<file path="config.mk">
export PLATFORM = sky130hd
export DESIGN_NAME = scan_mux
export DESIGN_NICKNAME = d
export VERILOG_FILES = /design/src/rtl/scan_mux.sv
export SDC_FILE = /design/constraint.sdc
export NUM_CORES = 1
export LEC_CHECK = 0
export CORE_MARGIN = 2
export CORE_UTILIZATION = 45
export CTS_BUF_LIST = sky130_fd_sc_hd__clkbuf_2 sky130_fd_sc_hd__clkbuf_4 sky130_fd_sc_hd__clkbuf_8
export DETAILED_ROUTE_END_ITERATION = 7
export GPL_TIMING_DRIVEN = 0
export PLACE_DENSITY = 0.8
export SLEW_MARGIN = 20
export SYNTH_ARGS = -nofsm -noshare
export SYNTH_HDL_FRONTEND = slang
export SYNTH_SLANG_ARGS = --single-unit
</file>
<file path="constraint.sdc">
create_clock -name clk -period 1.8 [get_ports clk]
set_input_delay 0.27 -clock clk [delete_from_list [all_inputs] [get_ports clk]]
set_output_delay 0.27 -clock clk [all_outputs]
set_load 0.03 [all_outputs]
</file>
<file path="src/rtl/scan_mux.sv">
// scan_mux: registered channel multiplexer with manual select and a timed
// round-robin scan mode. Each scanned channel is held for DWELL enabled
// cycles. A one-cycle wrap pulse accompanies the last sample of each full pass.

module scan_mux #(
    parameter int unsigned WIDTH    = 1,
    parameter int unsigned CHANNELS = 4,
    parameter int unsigned DWELL    = 1,
    localparam int unsigned SELW    = (CHANNELS > 2) ? $clog2(CHANNELS) : 1
) (
    input  logic                      clk,
    input  logic                      rst_n,
    input  logic                      en,
    input  logic                      mode,
    input  logic [SELW-1:0]           sel,
    input  logic [CHANNELS*WIDTH-1:0] din,
    output logic [WIDTH-1:0]          dout,
    output logic                      dout_valid,
    output logic [SELW-1:0]           ch_out,
    output logic                      wrap
);

    typedef enum logic {
        StMan,
        StScan
    } state_e;

    localparam logic [SELW-1:0] PTR_LAST   = SELW'(CHANNELS - 1);
    localparam logic [7:0]      DWELL_LAST = 8'(DWELL - 1);

    state_e            r_state;
    logic [SELW-1:0]   r_ptr;
    logic [7:0]        r_dcnt;
    logic [WIDTH-1:0]  r_dout;
    logic [SELW-1:0]   r_ch;
    logic              r_valid;
    logic              r_wrap;

    logic [WIDTH-1:0]  w_man_data;
    logic [WIDTH-1:0]  w_scan_data;
    logic              w_sel_ok;
    logic              w_ptr_last;
    logic              w_dwell_last;

    // Select the manual and scan channels; an out-of-range sel matches nothing.
    always_comb begin
        w_man_data  = '0;
        w_scan_data = '0;
        w_sel_ok    = 1'b0;
        for (int unsigned k = 0; k < CHANNELS; k++) begin
            if (sel == SELW'(k)) begin
                w_man_data = din[k*WIDTH +: WIDTH];
                w_sel_ok   = 1'b1;
            end
            if (r_ptr == SELW'(k)) begin
                w_scan_data = din[k*WIDTH +: WIDTH];
            end
        end
    end

    // Position of the scan pointer within the current pass.
    always_comb begin
        w_ptr_last   = (r_ptr == PTR_LAST);
        w_dwell_last = (r_dcnt == DWELL_LAST);
    end

    // Mode FSM with registered outputs. mode=0 always performs the manual
    // action immediately; entering scan from manual costs one idle cycle so the
    // first scan sample is always channel 0 with a fresh dwell count.
    always_ff @(posedge clk or negedge rst_n) begin
        if (!rst_n) begin
            r_state <= StMan;
            r_ptr   <= '0;
            r_dcnt  <= '0;
            r_dout  <= '0;
            r_ch    <= '0;
            r_valid <= 1'b0;
            r_wrap  <= 1'b0;
        end else begin
            r_wrap <= 1'b0;
            if (!en) begin
                // Freeze position and data; only the strobes drop.
                r_valid <= 1'b0;
            end else if (!mode) begin
                r_state <= StMan;
                if (w_sel_ok) begin
                    r_dout  <= w_man_data;
                    r_ch    <= sel;
                    r_valid <= 1'b1;
                end else begin
                    r_dout  <= '0;
                    r_valid <= 1'b0;
                end
            end else if (r_state == StMan) begin
                r_state <= StScan;
                r_ptr   <= '0;
                r_dcnt  <= '0;
                r_valid <= 1'b0;
            end else begin
                r_dout  <= w_scan_data;
                r_ch    <= r_ptr;
                r_valid <= 1'b1;
                r_wrap  <= w_ptr_last && w_dwell_last;
                if (w_dwell_last) begin
                    r_dcnt <= '0;
                    r_ptr  <= w_ptr_last ? '0 : (r_ptr + SELW'(1));
                end else begin
                    r_dcnt <= r_dcnt + 8'd1;
                end
            end
        end
    end

    // Outputs come straight from registers.
    always_comb begin
        dout       = r_dout;
        dout_valid = r_valid;
        ch_out     = r_ch;
        wrap       = r_wrap;
    end

endmodule

</file>
# --- After elaboration in Yosys (flattened, before gate mapping) ---
# Cells that the tools add are included.
op_classes:
  add_sub_neg: 2
  n_eq_ne: 8
  n_mux: 31
  reduce_logical: 9
op_table:
  columns: ["operator", "n"]
  rows:
  - ["1-bit 2-to-1 mux", 23]
  - ["8-bit 2-to-1 mux", 2]
  - ["2-bit 2-to-1 mux", 6]
  - ["8-bit by 1-bit adder with 8-bit output, second input constant", 1]
  - ["2-bit equality test, second input constant", 4]
  - ["8-bit zero test", 1]
  - ["3-bit AND reduction", 2]
  - ["2-bit by 1-bit equality test with 1-bit output, second input constant", 2]
  - ["2-bit zero test", 2]
  - ["2-bit by 1-bit inequality test with 1-bit output, second input constant", 2]
  - ["2-bit AND reduction", 2]
  - ["2-bit by 1-bit adder with 2-bit output, second input constant", 1]
  - ["2-bit nonzero test", 1]
  - ["1-bit logical AND", 1]
totals:
  reg_bits: 16
  input_bits: 10
  out_inout_bits: 5
  elab_cells: 57

# --- Longest topological paths before layout ---
logic_depth:
  depth_word: 8
  mapped_depth: 6
  ltp_nobuf: 6

# --- Worst setup path before layout ---
# No wires, ideal clock.
synth_timing:
  kind: "register to register"
  start: "reg r_dcnt[5]"
  end: "reg r_ptr[0]"
  setup_time_ns: 0.076
  arrival_time_ns: 1.409
  required_ns: 1.724
  path_slack_ns: 0.315
  path_stages_with_launch: 5
  path_buffers: 0
  synth_period_minus_slack_ns: 1.485
  path_cell_list: "dfrtp_1 -> nor4_2 -> nand3_2 -> or4_1 -> o21ai_1"
synth_via:
  elab_chain_len: 3
synth_lines:
  columns: ["element", "line_no", "rtl"]
  rows:
  - ["from (decl)", "33", "logic [7:0] r_dcnt;"]
  - ["from (signal assigned)", "108", "r_dcnt <= r_dcnt + 8'd1;"]
  - ["8-bit zero test", "64", "w_dwell_last = (r_dcnt == DWELL_LAST);"]
  - ["2-bit by 1-bit inequality test with 1-bit output (no line)", null, null]
  - ["3-bit AND reduction (no line)", null, null]
  - ["to (signal assigned)", "106", "r_ptr <= w_ptr_last ? '0 : (r_ptr + SELW'(1));"]
  - ["to (decl)", "32", "logic [SELW-1:0] r_ptr;"]
# Every way passes these cells.
# A chain may end at the register's enable or synchronous reset.

# --- Worst setup path in the final report ---
# Ends and elaborated chain as after synthesis.

==> summary.md <==
| Metric | Value |
|---|---|
| Status | completed |
| Final min period | roughly 1.7 ns |
| WS Path Type | reg -> reg |
| Total net switching power | roughly 0.00038 W |
| Leakage | around 0.49 nW |
| Hold_buf cts | 0 |
| Worst slew margin | 0.518 |
| Sw frac | 0.351 |
| Internal | 0.000698 W |
| Gp weighted congestion | 0.828 |
| Post-route insts no fill | 145 |
| # rows | 16 |
| Die area | 0.00239 sq mm |
| DR DRC count | 0 |
| ANT nets after route | 0 |
| Drt first pass iters | 4 |
| Initial DRC count | 13 |
| Total CTS buffers | 3 |
| Dpl cells | 141 |
| CTS H-Tree Depth | 1 |
| Horiz. Die Dim | just under 50 um |
| Core Region | approximately 0.0019 sq mm |
| Fin Clk Skew | 0.00862 ns |
| WP data arrival | ~1.9 ns |
| Seq/Total Area, Yosys | 0.441 |
| First-pass GRT wire length | about 3400 um |
| Grt total ovfl | 0 |
| Ys async rst share | 1.00 |
| RSZ-0062 raised after global routing | no |
| F_max | between 600 and 700 MHz |
| Syn_nets | 116 |
| Area Overhead vs Synth | 23.2% |
| Layout cells sized above 1 | 0.0593 |
| Synthesized area per cell | 9.07 sq um |
| GRT Total Usage | 0.177 |
| Synth Flop Type | dfrtp_1 |
| Port buffer count | 14 |
| CTS root buffer | clkbuf_4 |
| Largest net degree at the start of global routing | 17 |
| Max-Cap Viols | 0 |
| Vias post-DR | roughly 800 |
| Wire per inst | between 10 and 15 um |
| Post-synthesis cell area | 907 sq um |
| Ant diodes | 0 |
| Startpoint Class | flop |
| Fillers | 185 |
| Clk buf depth | 2 |
| Post-synth EDFFs | 0 |
| Initial Utilization | 0.472 |
| Critical path data required time | a little over 2 ns |
| Power share of the clock group | 0.223 |
| Final setup fails | 0 |
| Yosys warning count | 0 |
| Clock-pin transition on the worst setup and hold timing paths | around 0.10 ns |
| HPWL Detailed | 1400 um |
| Logic pwr share | 0.319 |
| Part of the power in registers | 0.458 |
| Slew Limit Fails | 0 |
| Layout Nets | between 100 and 150 |
| Power Dens Cells | 962 mW/mm^2 |
| Clock sink count | 16 |
| CTS tree | yes |
| Max FO, Critical Path | 7 |
| Final period util | 0.920 |
| Maximum vdd ir drop | 0.472 mV |
| Vias in the first global route | ~800 |
| Final hold vios | 0 |
| Die Height | between 40 and 50 um |
| Avg Vias per Cell | around 5.5 |
| Worst-Margin Slew | around 0.72 ns |
| Hold slack | about 0.40 ns |
| Skew-Pair Late Insertion Delay | between 0.2 and 0.3 ns |
| Final wirelength | 1890 um |
| Nature of the critical path endpoint | flop |
| Initial antenna violation count | 0 |
| Type of the most critical hold path | in -> async |
| Distinct cells, synth | 29 |
| I/O Pins | 15 |
| Syn Inst Count | 100 |
| Flops & latches, synth | 16 |
| R2R setup slack | approximately 0.14 ns |
| Final setup TNS | 0 ns |
[cells in the mapped netlist (2+ instances only)]
library cell | number | area, sq um
nor2_1 | 6 | 22.5
a21o_1 | 2 | 15.0
mux2i_1 | 4 | 40.0
nand2_1 | 14 | 52.6
o21ai_0 | 13 | 65.1
ha_1 | 6 | 75.1
dfrtp_1 | 16 | 400
a21oi_1 | 3 | 15.0
inv_1 | 8 | 30.0
nor3_1 | 3 | 15.0
nand3_1 | 7 | 35.0
[final timing paths]
check | to | cells past startpoint | start
worst max-delay path | r_ptr[0] | 4 | r_dcnt[5]
worst max register to register | r_ptr[0] | 4 | r_dcnt[5]
min in group clk | ch_out[0] | 2 | ch_out[0]
worst min-delay path | r_dcnt[1] | 1 | rst_n
max in group asynchronous | r_dcnt[4] | 1 | rst_n
worst min register to register | ch_out[0] | 2 | ch_out[0]
[flip-flops by register name (all words and copies together), names as in the netlist]
name / count
r_ptr: 2
ch_out: 2
r_dcnt: 8
dout_valid: 1
dout: 1
wrap: 1
r_state: 1
[cell type report]
type	instances	area, sq um	area share
Buffer	2	8.76	0.00784
Clock buffer	4	36.3	0.0325
Inverter	8	30.0	0.0269
Multi-Input combinational cell	74	468	0.419
Sequential cell	16	400	0.358
Tap cell	27	33.8	0.0302
Timing Repair Buffer	14	140	0.125
[layout by cell type, fill, tap and decap left out, drive strengths merged, types with 4 or more instances in the layout]
master | synthesis | final
mux2i | 4 | 4
o21ai | 14 | 14
dfrtp | 16 | 16
nor2 | 6 | 6
ha | 6 | 6
nand3 | 8 | 8
nand2 | 14 | 14
inv | 8 | 8
clkbuf | 1 | 5
clkdlybuf4s50 | 0 | 14
[logic make-up (layout without fill, tap and decap cells)]
| family | after synthesis | count (layout) | share of synthesized area |
|---|---|---|---|
| compound gates | 26 | 26 | 0.177 |
| fa+ha+maj | 6 | 6 | 0.0828 |
| flops | 16 | 16 | 0.441 |
| simple gates | 38 | 38 | 0.212 |
| buf+inv | 10 | 28 | 0.0428 |
| mux | 4 | 4 | 0.0441 |
[metrics by stage]
stage          area, sq um  power (W)  utilization  setup WS (ns)
3_5_place_dp          1080   0.000847        0.563        -0.0751
3_3_place_gp          1080   0.000830        0.563        -0.0776
5_1_grt               1120    0.00115        0.581         0.0332
4_1_cts               1120    0.00108        0.581          0.124
6_report              1120    0.00108        0.581          0.144
2_1_floorplan          907   0.000716            -          0.315
[worst max-delay path, cell delays in order, from the launching register on]
cell     delay, ns
dfrtp_1       0.46
nor4_2        0.36
nand3_2       0.20
or4_1         0.49
o21ai_1       0.09
[metal layers]
metal | part of all wire | global-route usage
met5 | 0 | 0
met4 | 0.0048 | 0.0476
met3 | 0.051 | 0.0429
met2 | 0.48 | 0.315
met1 | 0.46 | 0.213
[power by group through the flow]
| stage | logic (W) | clock network, W | registers [W] |
|---|---|---|---|
| finish | 0.000343 | 0.000240 | 0.000492 |
| floorplan | 0.000192 | 0 | 0.000524 |
| detailed placement | 0.000347 | 0 | 0.000499 |
| global route | 0.000385 | 0.000263 | 0.000505 |
| CTS | 0.000349 | 0.000241 | 0.000492 |
| global placement | 0.000334 | 0 | 0.000495 |
[what timing repair did]
action	in CTS	in global routing
endpoints found under the setup margin	0	1
resized for setup	0	1
endpoints found under the hold margin	0	0
setup buffers	0	0
Note: power is estimated with default switching activity, not from simulation.
